[src/rtl/rom_arb_pkg.sv]
// rtl/rom_arb_pkg.sv - shared defaults and state encoding for the ROM port B arbiter
package rom_arb_pkg;

    localparam int DEF_NUM_REQ    = 3;
    localparam int DEF_ADDR_WIDTH = 15;
    localparam int DEF_DATA_WIDTH = 24;
    localparam int DEF_ROM_SIZE   = 19200;
    localparam int DEF_LEN_WIDTH  = 4;

    typedef enum logic {
        ST_IDLE  = 1'b0,
        ST_BURST = 1'b1
    } arb_state_e;

    // Width of an index into a requester vector; never zero, even for one requester.
    function automatic int idx_width(input int n);
        return (n > 1) ? $clog2(n) : 1;
    endfunction

endpackage

[src/rtl/rr_pick.sv]
// rtl/rr_pick.sv - combinational round-robin picker starting after the last winner
module rr_pick
    import rom_arb_pkg::*;
#(
    parameter int NUM_REQ = DEF_NUM_REQ,
    parameter int IDX_W   = idx_width(NUM_REQ)
) (
    input  logic [NUM_REQ-1:0] req,
    input  logic [IDX_W-1:0]   last_winner,
    output logic [NUM_REQ-1:0] winner,
    output logic [IDX_W-1:0]   winner_idx,
    output logic               valid
);

    // Scan last_winner+1, +2, ... wrapping; the first active request wins.
    always_comb begin
        int p;
        p          = 0;
        winner     = '0;
        winner_idx = '0;
        valid      = 1'b0;
        for (int k = 1; k <= NUM_REQ; k++) begin
            p = (int'(last_winner) + k) % NUM_REQ;
            if (!valid && req[p]) begin
                valid      = 1'b1;
                winner[p]  = 1'b1;
                winner_idx = IDX_W'(p);
            end
        end
    end

endmodule

[src/rtl/rom_port_arbiter.sv]
// rtl/rom_port_arbiter.sv - round-robin burst arbiter for the shared ROM read port B
module rom_port_arbiter
    import rom_arb_pkg::*;
#(
    parameter int NUM_REQ    = DEF_NUM_REQ,
    parameter int ADDR_WIDTH = DEF_ADDR_WIDTH,
    parameter int DATA_WIDTH = DEF_DATA_WIDTH,
    parameter int ROM_SIZE   = DEF_ROM_SIZE,
    parameter int LEN_WIDTH  = DEF_LEN_WIDTH
) (
    input  logic                          clk,
    input  logic                          rst_n,
    input  logic [NUM_REQ-1:0]            req,
    input  logic [NUM_REQ*ADDR_WIDTH-1:0] req_addr,
    input  logic [NUM_REQ*LEN_WIDTH-1:0]  req_len,
    output logic [NUM_REQ-1:0]            gnt,
    output logic [NUM_REQ-1:0]            rvalid,
    output logic [DATA_WIDTH-1:0]         rdata,
    output logic                          busy,
    output logic [ADDR_WIDTH-1:0]         rom_addr_b,
    input  logic [DATA_WIDTH-1:0]         rom_q_b
);

    localparam int                    IDX_W     = idx_width(NUM_REQ);
    localparam logic [ADDR_WIDTH:0]   SIZE_EXT  = (ADDR_WIDTH+1)'(ROM_SIZE);
    localparam logic [ADDR_WIDTH-1:0] LAST_ADDR = ADDR_WIDTH'(ROM_SIZE - 1);

    arb_state_e            state, state_d;
    logic [ADDR_WIDTH-1:0] addr_d;
    logic [LEN_WIDTH-1:0]  beats_left, beats_left_d;
    logic [NUM_REQ-1:0]    owner, owner_d;
    logic [IDX_W-1:0]      last_winner, last_winner_d;
    logic [NUM_REQ-1:0]    gnt_d;
    logic [NUM_REQ-1:0]    rvalid_d;

    logic [NUM_REQ-1:0]    pick_onehot;
    logic [IDX_W-1:0]      pick_idx;
    logic                  pick_valid;
    logic [ADDR_WIDTH-1:0] sel_addr;
    logic [LEN_WIDTH-1:0]  sel_len;
    logic [ADDR_WIDTH-1:0] sel_addr_mapped;
    logic [ADDR_WIDTH-1:0] next_addr;

    rr_pick #(
        .NUM_REQ (NUM_REQ),
        .IDX_W   (IDX_W)
    ) u_rr_pick (
        .req         (req),
        .last_winner (last_winner),
        .winner      (pick_onehot),
        .winner_idx  (pick_idx),
        .valid       (pick_valid)
    );

    assign sel_addr = req_addr[int'(pick_idx)*ADDR_WIDTH +: ADDR_WIDTH];
    assign sel_len  = req_len[int'(pick_idx)*LEN_WIDTH +: LEN_WIDTH];

    // Out-of-range start addresses fall back to word 0 rather than aliasing.
    assign sel_addr_mapped = ({1'b0, sel_addr} >= SIZE_EXT) ? '0 : sel_addr;

    // The ROM is not a power of two deep, so the beat address wraps explicitly.
    assign next_addr = (rom_addr_b == LAST_ADDR) ? '0 : rom_addr_b + ADDR_WIDTH'(1);

    // Read data is the ROM output as-is; rvalid says when it belongs to a beat.
    assign rdata = rom_q_b;
    assign busy  = (state == ST_BURST);

    // State register: all outputs are registered copies of the next-state values.
    always_ff @(posedge clk) begin
        if (!rst_n) begin
            state       <= ST_IDLE;
            rom_addr_b  <= '0;
            beats_left  <= '0;
            owner       <= '0;
            last_winner <= IDX_W'(NUM_REQ - 1);
            gnt         <= '0;
            rvalid      <= '0;
        end else begin
            state       <= state_d;
            rom_addr_b  <= addr_d;
            beats_left  <= beats_left_d;
            owner       <= owner_d;
            last_winner <= last_winner_d;
            gnt         <= gnt_d;
            rvalid      <= rvalid_d;
        end
    end

    // Next-state logic: grant from IDLE, then issue one address per BURST cycle.
    always_comb begin
        state_d       = state;
        addr_d        = rom_addr_b;
        beats_left_d  = beats_left;
        owner_d       = owner;
        last_winner_d = last_winner;
        gnt_d         = '0;
        rvalid_d      = '0;
        case (state)
            ST_IDLE: begin
                if (pick_valid) begin
                    state_d       = ST_BURST;
                    addr_d        = sel_addr_mapped;
                    beats_left_d  = sel_len;
                    owner_d       = pick_onehot;
                    last_winner_d = pick_idx;
                    gnt_d         = pick_onehot;
                end
            end
            ST_BURST: begin
                // The address issued this cycle returns data next cycle.
                rvalid_d = owner;
                if (beats_left == '0) begin
                    state_d = ST_IDLE;
                end else begin
                    beats_left_d = beats_left - LEN_WIDTH'(1);
                    addr_d       = next_addr;
                end
            end
            default: begin
                state_d = ST_IDLE;
            end
        endcase
    end

endmodule

[config.mk]
export PLATFORM = sky130hd
export DESIGN_NAME = rom_port_arbiter
export DESIGN_NICKNAME = d
export VERILOG_FILES = /design/src/rtl/rom_arb_pkg.sv /design/src/rtl/rr_pick.sv /design/src/rtl/rom_port_arbiter.sv
export SDC_FILE = /design/constraint.sdc
export NUM_CORES = 1
export LEC_CHECK = 0
export CAP_MARGIN = 20
export CORE_ASPECT_RATIO = 1.4
export CORE_MARGIN = 3
export CORE_UTILIZATION = 65
export DETAILED_ROUTE_END_ITERATION = 6
export DONT_BUFFER_PORTS = 1
export PLACE_DENSITY = 0.81
export SYNTH_ARGS = -nofsm -noshare
export SYNTH_HDL_FRONTEND = slang
export SYNTH_SLANG_ARGS = --single-unit
export TNS_END_PERCENT = 1
[constraint.sdc]
create_clock -name clk -period 6.05 [get_ports clk]
set_input_delay 1.21 -clock clk [delete_from_list [all_inputs] [get_ports clk]]
set_output_delay 1.21 -clock clk [all_outputs]
set_load 0.02 [all_outputs]
==> results.cfg, run 1 <==
[clock_tree]
cts_made_buffers = 5
cts_max_level = 2
postCtsSetupBuffers = 0
cts.sinks = 31
clock_path_buffers = 2
cts_tree = yes
root_buffer = clkbuf_8
cts_resized = 0
clock_latency_ns = 0.29
holdBufCountCts = 0
path_clk_slew_ns = 0.07

[finish]
drive_gt1_share_pct = 13.1
insertedDiodeCount = 0
finish.net_count = 397
layout.cells.non_filler = 347
design_area_mm2 = 0.00256
synthToLayoutAreaGrowth_pct = -3.35

[route]
via_per_inst = 6.67
drt_iter0_drc = 102
dr.pass1.iters = 4
num_vias = 2313
wirelength_um = 6470
drc = 0
ant_nets = 0
wl_per_cell_um = 18.7

[setup_path]
crit_arrival_ns = 3.61
worstPathMaxFanout = 16
startpoint_type = flip-flop
critPathKind = flip-flop to flip-flop
crit_required_ns = 6.27
cp-end-kind = flip-flop

[pwr]
worst_ir_drop_vdd_mv = 0.435
p_per_area_mw_per_mm2 = 581
power_leakage_nw = 1.00
clkPwrFrac_pct = 14.3
sw_frac_of_total_pct = 50.0
power_frac_comb_pct = 57.3
pwr-share-seq_pct = 28.4
switchingPower_uw = 744
power.internal_uw = 744

[timing]
layout_worst_path_cycle_share_pct = 56.1
maxSlewViolCount = 0
fin_hold_ws_ns = 0.446
slew_headroom_pct = 33.6
setup_ws_ns = 2.66
setup_violations = 0
tns_ns = 0
fin_skew_ns = 0.0104
max_freq_ghz = 0.295
hold_viol = 0
rsz0062_at_grt = false
min_period_ns = 3.39
tightest_slew_ns = 0.993

[placement]
placedCellCount = 338
place_area_mm2 = 0.00243
port_buffers = 0
dp_slack_ns = 2.18
hpwl_um = 4960
gp_congestion = 1.03

[floorplan]
die_h_um = 81.6
core_mm2 = 0.00377
die_w_um = 60.0
ioPinCount = 132
num_rows = 26
dieArea_mm2 = 0.00489
start_util_pct = 70.3

[job]
maxCapViolCount = 0

[grt]
grt_pass1_vias = 2309
grt_first_pass_wirelength_um = 10300
overflow = 0
antenna_found_initial = 0
grtUsageTotal_pct = 27.3
grt_max_degree = 30

[logic_synthesis]
synth_warnings = 0
synth.net_count = 425
synth_cells = 332
synth_edf_count = 0
synth_sequential_area_ratio_pct = 23.4
synth_seq_cells = 31
synth_area_leaders = dfxtp_1 (23%), buf_4 (7.4%), mux2i_1 (7.2%), o21ai_0 (5.7%), nor2_1 (5.0%)
syn_area_mm2 = 0.00265
async_flop_share_pct = 0
syn-mean-instance-area_um2 = 7.99
synth_top_area_share_pct = 23.4
yosysUniqueCellTypes = 67
synth_top_cell_by_area = dfxtp_1
synth_flop_cell = dfxtp_1

[run_status]
status = complete, no violations

[hold_path]
hold_class = flip-flop to flip-flop
cell type report:
class | instances | area (um^2)
clock buffer | 6 | 82.6
timing repair buffer | 4 | 37.5
tap | 42 | 52.6
clock inverter | 2 | 35.0
inverter | 13 | 48.8
multi-input combinational | 249 | 1690
fill | 326 | 1210
sequential | 31 | 621
power by group through the flow:
stage	Clock, mW	Sequential [mW]	Combinational [mW]
detailed placement	0	0.425	0.832
global placement	0	0.422	0.815
global route	0.224	0.433	0.940
floorplan	0	0.385	0.761
finish	0.212	0.422	0.853
CTS	0.215	0.422	0.836
cell families (layout without fill, tap and decap cells):
family                     count (synthesis)  count (layout)  share of synthesized area, %
AOI/OAI and AO/OA                        102             102                          26.9
xor gates and xnor gates                   2               2                         0.661
adders and majority gates                  7               7                          3.30
buffers and inverters                     52              25                          13.0
DFF                                       31              31                          23.4
muxes                                     30              30                          12.1
and+or+nand+nor                          108             108                          20.7
worst max-delay path, stage by stage (launching register included):
cell and delay [ns]:
dfxtp_1 0.37, inv_1 0.09, ha_1 0.51, nand3b_1 0.23, o21a_2 0.23, a31oi_1 0.19, buf_4 0.22, nand2b_1 0.50
nand2b_1 0.27, o21ai_0 0.39, a21oi_1 0.12, a211oi_2 0.20
Yosys cell counts, drive strengths merged (2+ instances only):
cell type,instances
nor4,4
o21a,4
nor2,36
nand3b,5
nor3,8
inv,13
buf,33
nand4,3
nor2b,3
nor3b,3
dfxtp,31
clkbuf,6
and3,8
nand2,16
nand2b,3
o22ai,2
a2bb2oi,3
mux2,10
a211oi,4
mux2i,20
o21ai,35
nand3,9
a21oi,22
and2,5
a22oi,5
a31oi,5
ha,7
a21o,3
o31ai,5
o2bb2ai,3
metrics by stage:
| step | util [%] | total power [mW] |
|---|---|---|
| 6_report | 67.9 | 1.49 |
| 5_1_grt | 67.9 | 1.60 |
| 4_1_cts | 67.5 | 1.47 |
| 3_5_place_dp | 64.4 | 1.26 |
| 3_3_place_gp | 64.4 | 1.24 |
| 2_1_floorplan | - | 1.15 |
layout by cell type (no fill, tap or decap), drive strengths merged, types with 8 or more instances in the layout:
cell type  count
a21oi         22
and3           8
nor3           8
nor2          36
o21ai         35
nand2         16
mux2i         20
mux2          10
nand3          9
inv           13
dfxtp         31
state kept, by name, indices dropped and copies added (netlist names):
signal	cells
gnt	3
rom_addr_b	15
rvalid	3
last_winner	2
busy	1
owner	3
beats_left	4
path summary, 6_finish.rpt:
path,startpoint,to,slack [ns],depth (start not counted)
max reg2reg,last_winner[0],rom_addr_b[9],2.66,11
min reg2reg,owner[0],owner[0],0.45,1
max,last_winner[0],rom_addr_b[9],2.66,11
min,owner[0],owner[0],0.45,1
metal layers:
metal  global-route usage [%]  part of all wire, %
met5                        0                    0
met4                     8.65                  1.3
met3                     7.08                  6.8
met2                     51.4                   54
met1                     28.6                   38
No activity file was read; power rests on OpenSTA's default activity.
==> run 2, diff against run 1 <==
Settings changed: CORE_UTILIZATION 65 to 58, PLACE_DENSITY 0.81 to 0.76.
Clock period 6.05 ns to 2.8 ns, I/O delays scaled along.
==> results.cfg, run 2 (same netlist as run 1, synthesis figures left out) <==
[run_status]
status = complete, no violations

[timing]
setup_violations = 0
min_period_ns = 2.73
max_freq_ghz = 0.367
layout_worst_path_cycle_share_pct = 97.4
tightest_slew_ns = 0.508
rsz0062_at_grt = true
fin_hold_ws_ns = 0.333
fin_skew_ns = 0.00731
maxSlewViolCount = 0
hold_viol = 0
slew_headroom_pct = 66.1

[grt]
grt_first_pass_wirelength_um = 11000
grtUsageTotal_pct = 25.0
grt_max_degree = 18
met1_usage_pct = 28.9
antenna_found_initial = 0
grt_pass1_vias = 2333
gr-usage-met2_pct = 42.5
overflow = 0
grt-busiest-layer = met2
use_met3_pct = 5.77

[finish]
largest_register_ffs = 15
insertedDiodeCount = 0
regMostFlops = rom_addr_b
reg_top3 = rom_addr_b x15, beats_left x4
final_common_cell = nor2_1
synthToLayoutAreaGrowth_pct = 6.89
design_area_mm2 = 0.00283
final_cell_mix = nor2_1 (34), dfxtp_1 (30), o21ai_0 (29)
finish.net_count = 417
drive_gt1_share_pct = 22.8

[pwr]
p_per_area_mw_per_mm2 = 1260
power_leakage_nw = 1.11
worst_ir_drop_vdd_mv = 0.662

[route]
drt_iter0_drc = 171
num_vias = 2464
wl_per_cell_um = 18.0
dr.pass1.iters = 5
wirelength_um = 6940
via_per_inst = 6.40
drc = 0
ant_nets = 0

[clock_tree]
cts_made_buffers = 5
cts_max_level = 2
cts.sinks = 31
clock_path_buffers = 2
cts_tree = yes
root_buffer = clkbuf_8
path_clk_slew_ns = 0.07
clock_latency_ns = 0.29

[floorplan]
dieArea_mm2 = 0.00543
die_h_um = 86.0
num_rows = 28
ioPinCount = 132
start_util_pct = 61.5
core_mm2 = 0.00431
die_w_um = 63.1

[setup_path]
r2r_start = last_winner[1]
cp-startpoint = last_winner[1]
critPathKind = flip-flop to flip-flop
startpoint_type = flip-flop
worstPathMaxFanout = 9
crit_required_ns = 2.96
crit_arrival_ns = 2.89
cp-end-kind = flip-flop

[hold_path]
hold_class = primary input to flip-flop
min_from = rst_n

[placement]
port_buffers = 0
gp_congestion = 0.925
hpwl_um = 5300
place_area_mm2 = 0.00261

[job]
maxCapViolCount = 0
-- run 2: layer usage --
metal	routed length, um	vias to the layer above
met2	3470	132
met5	0	-
met3	624	26
met4	241	0
met1	2610	1126
li1	-	1180
-- run 2: repair_timing --
item                                    CTS  global route
buffers inserted                          0             1
resized for setup                         2            20
endpoints found under the setup margin    6            15
cloned                                    0             0
pin swaps                                 0             2
hold buffers                              0             0
-- run 2: worst paths after layout --
path / endpoint / slack, ns / cells past startpoint
setup / recovery: rom_addr_b[0] / 0.07 / 13
hold / removal: last_winner[1] / 0.33 / 1
setup reg to reg: rom_addr_b[0] / 0.07 / 13
hold reg to reg: owner[0] / 0.44 / 1
-- run 2: critical path, cell delays in order (launching register included) --
cell and delay (ns):
dfxtp_2 0.38, inv_1 0.07, ha_1 0.23, buf_4 0.16
nand3b_1 0.17, o21a_2 0.19, a31oi_4 0.27, buf_4 0.17
buf_4 0.17, nor2_1 0.07, a21oi_2 0.29, nor2_4 0.11
a22oi_1 0.18, a31oi_1 0.12
-- run 2: layout make-up --
cell class / count / area [um^2]
timing repair buffer: 24 / 188
clock inverter: 2 / 35.0
tap: 60 / 75.1
fill: 380 / 1480
clock buffer: 6 / 82.6
sequential: 31 / 622
multi-input combinational: 249 / 1780
inverter: 13 / 48.8
-- run 2: metrics by stage --
| stage | instances | total power [mW] | setup WS, ns | utilization (%) | setup TNS (ns) |
|---|---|---|---|---|---|
| 5_1_grt | 385 | 3.82 | -0.0640 | 65.8 | -0.332 |
| 3_3_place_gp | 376 | 2.87 | 0.0565 | 60.6 | 0 |
| 4_1_cts | 384 | 3.39 | 0.0146 | 63.4 | 0 |
| 2_1_floorplan | 332 | 2.48 | 0.194 | - | 0 |
| 3_5_place_dp | 376 | 2.91 | -0.0212 | 60.6 | -0.0300 |
| 6_report | 385 | 3.56 | 0.0733 | 65.8 | 0 |
-- run 2: power breakdown --
group	total, mW	leakage [nW]	switching [mW]	internal, mW
clock	0.464	0.0612	0.177	0.288
sequential	0.819	0.255	0.228	0.591
combinational	2.27	0.791	1.32	0.957
==> run 3, diff against run 2 <==
Settings changed: PLACE_DENSITY 0.76 to unset, PLACE_DENSITY_LB_ADDON set to 0.3.
==> results.cfg, run 3 (same netlist as run 1, synthesis figures left out) <==
[clock_tree]
cts.sinks = 31
cts_made_buffers = 5
clock_path_buffers = 2
cts_tree = yes
path_clk_slew_ns = 0.07
root_buffer = clkbuf_8
cts_max_level = 2
clock_latency_ns = 0.28

[finish]
final_cell_mix = nor2_1 (34), dfxtp_1 (31), o21ai_0 (29)
synthToLayoutAreaGrowth_pct = 6.98
regMostFlops = rom_addr_b
reg_top3 = rom_addr_b x15, beats_left x4
drive_gt1_share_pct = 22.3
finish.net_count = 419
insertedDiodeCount = 0
largest_register_ffs = 15
final_common_cell = nor2_1

[setup_path]
crit_required_ns = 2.96
rrSetupSlack_ns = 0.08
worstPathMaxFanout = 10
cp-startpoint = last_winner[1]
critPathKind = flip-flop to flip-flop
cp-end-kind = flip-flop
startpoint_type = flip-flop
regToRegEndpoint = rom_addr_b[0]
slowest_delay_ns = 0.42
crit_slowest_cell = dfxtp_1
r2r_start = last_winner[1]
crit_arrival_ns = 2.88
reg2regPathDepth = 11
crit_end = rom_addr_b[0]
crit_chain = inv_1 > ha_2 > mux2i_4 > o21a_2 > a31oi_4 > buf_4 > mux2i_1 > a2bb2oi_1 > nor2_1 > a22oi_1 > a31oi_1

[pwr]
worst_ir_drop_vdd_mv = 0.750
p_per_area_mw_per_mm2 = 1250
power_leakage_nw = 1.12

[grt]
gr-usage-met2_pct = 45.7
met1_usage_pct = 27.7
use_met3_pct = 7.47
grt_pass1_vias = 2385
grt_first_pass_wirelength_um = 11200
grt_max_degree = 18
overflow = 0
grt-busiest-layer = met2
antenna_found_initial = 0
grtUsageTotal_pct = 25.7

[timing]
tns_ns = 0
rsz0062_at_grt = true
fin_hold_ws_ns = 0.340
layout_worst_path_cycle_share_pct = 97.3
slew_headroom_pct = 65.0
setup_violations = 0
max_freq_ghz = 0.367
min_period_ns = 2.72
fin_skew_ns = 0.00523
tightest_slew_ns = 0.524
maxSlewViolCount = 0
hold_viol = 0

[route]
wl_per_cell_um = 18.0
drc = 0
drt_iter0_drc = 126
dr.pass1.iters = 4
wirelength_um = 6980
ant_nets = 0
via_per_inst = 6.35
num_vias = 2458

[placement]
port_buffers = 0
hpwl_um = 5360
gp_congestion = 0.912

[run_status]
status = complete, no violations

[hold_path]
hold_class = primary input to flip-flop

[floorplan]
core_mm2 = 0.00431
dieArea_mm2 = 0.00543
die_w_um = 63.1
ioPinCount = 132
die_h_um = 86.0
num_rows = 28
start_util_pct = 61.5

[job]
maxCapViolCount = 0
## run 3: cell count changes in the layout (fill, tap and decap cells not counted), sizes merged
cell  previous run  this run
buf             24        26
## run 3: metrics by stage
step / cells / power, mW / setup slack, ns / instance area [um^2] / util [%]
detailed placement: 377 / 2.96 / -0.0294 / 2630 / 61.1
finish: 387 / 3.56 / 0.0764 / 2840 / 65.8
global placement: 377 / 2.92 / 0.0298 / 2630 / 61.1
floorplan: 332 / 2.48 / 0.194 / 2650 / -
CTS: 385 / 3.44 / 0.0326 / 2760 / 64.0
global route: 387 / 3.82 / -0.0647 / 2840 / 65.8
## run 3: report_power, final
group          leakage, nW  switching (mW)  total [mW]  internal [mW]
clock               0.0612           0.168       0.455          0.288
combinational        0.799            1.29        2.27          0.975
sequential           0.255           0.245       0.835          0.590
## run 3: area by class of cell
| cell class | count | area (um^2) |
|---|---|---|
| tap | 60 | 75.1 |
| clock buffer | 6 | 82.6 |
| multi-input combinational | 249 | 1770 |
| inverter | 13 | 48.8 |
| fill | 353 | 1470 |
| timing repair buffer | 26 | 208 |
| sequential | 31 | 621 |
| clock inverter | 2 | 35.0 |
## run 3: what timing repair did
item	4_1_cts	5_1_grt
resized for setup	3	13
buffers inserted	0	2
pin swaps	1	2
endpoints found under the hold margin	0	0
hold buffers	0	0
setup endpoints to repair	2	15
## run 3: metal layers
| metal | routed length [um] | part of all wire, % | vias to the layer above |
|---|---|---|---|
| met3 | 516 | 7.4 | 17 |
| li1 | - | - | 1179 |
| met2 | 3630 | 52 | 119 |
| met1 | 2650 | 38 | 1143 |
| met5 | 0 | 0 | - |
| met4 | 193 | 2.8 | 0 |
## run 3: worst min-delay path by stage
stage	depth (start not counted)	slack (ns)	from	to
after floorplan	1	0.42	owner[1]	owner[1]
after global placement	1	0.42	owner[2]	owner[2]
after detailed placement	1	0.43	owner[2]	owner[2]
after CTS	1	0.34	rst_n	last_winner[1]
after global routing	1	0.33	rst_n	last_winner[1]
final	1	0.34	rst_n	last_winner[1]
## run 3: worst max-delay path, delay by kind of cell, from the launching register on
kind                     cells  cell delay (ns)
adder cells (fa/ha/maj)      1             0.23
multiplexers                 2             0.40
flip-flops                   1             0.42
buffers and inverters        2             0.26
AO/OA/AOI/OAI                5             1.19
AND/OR/NAND/NOR              1             0.10
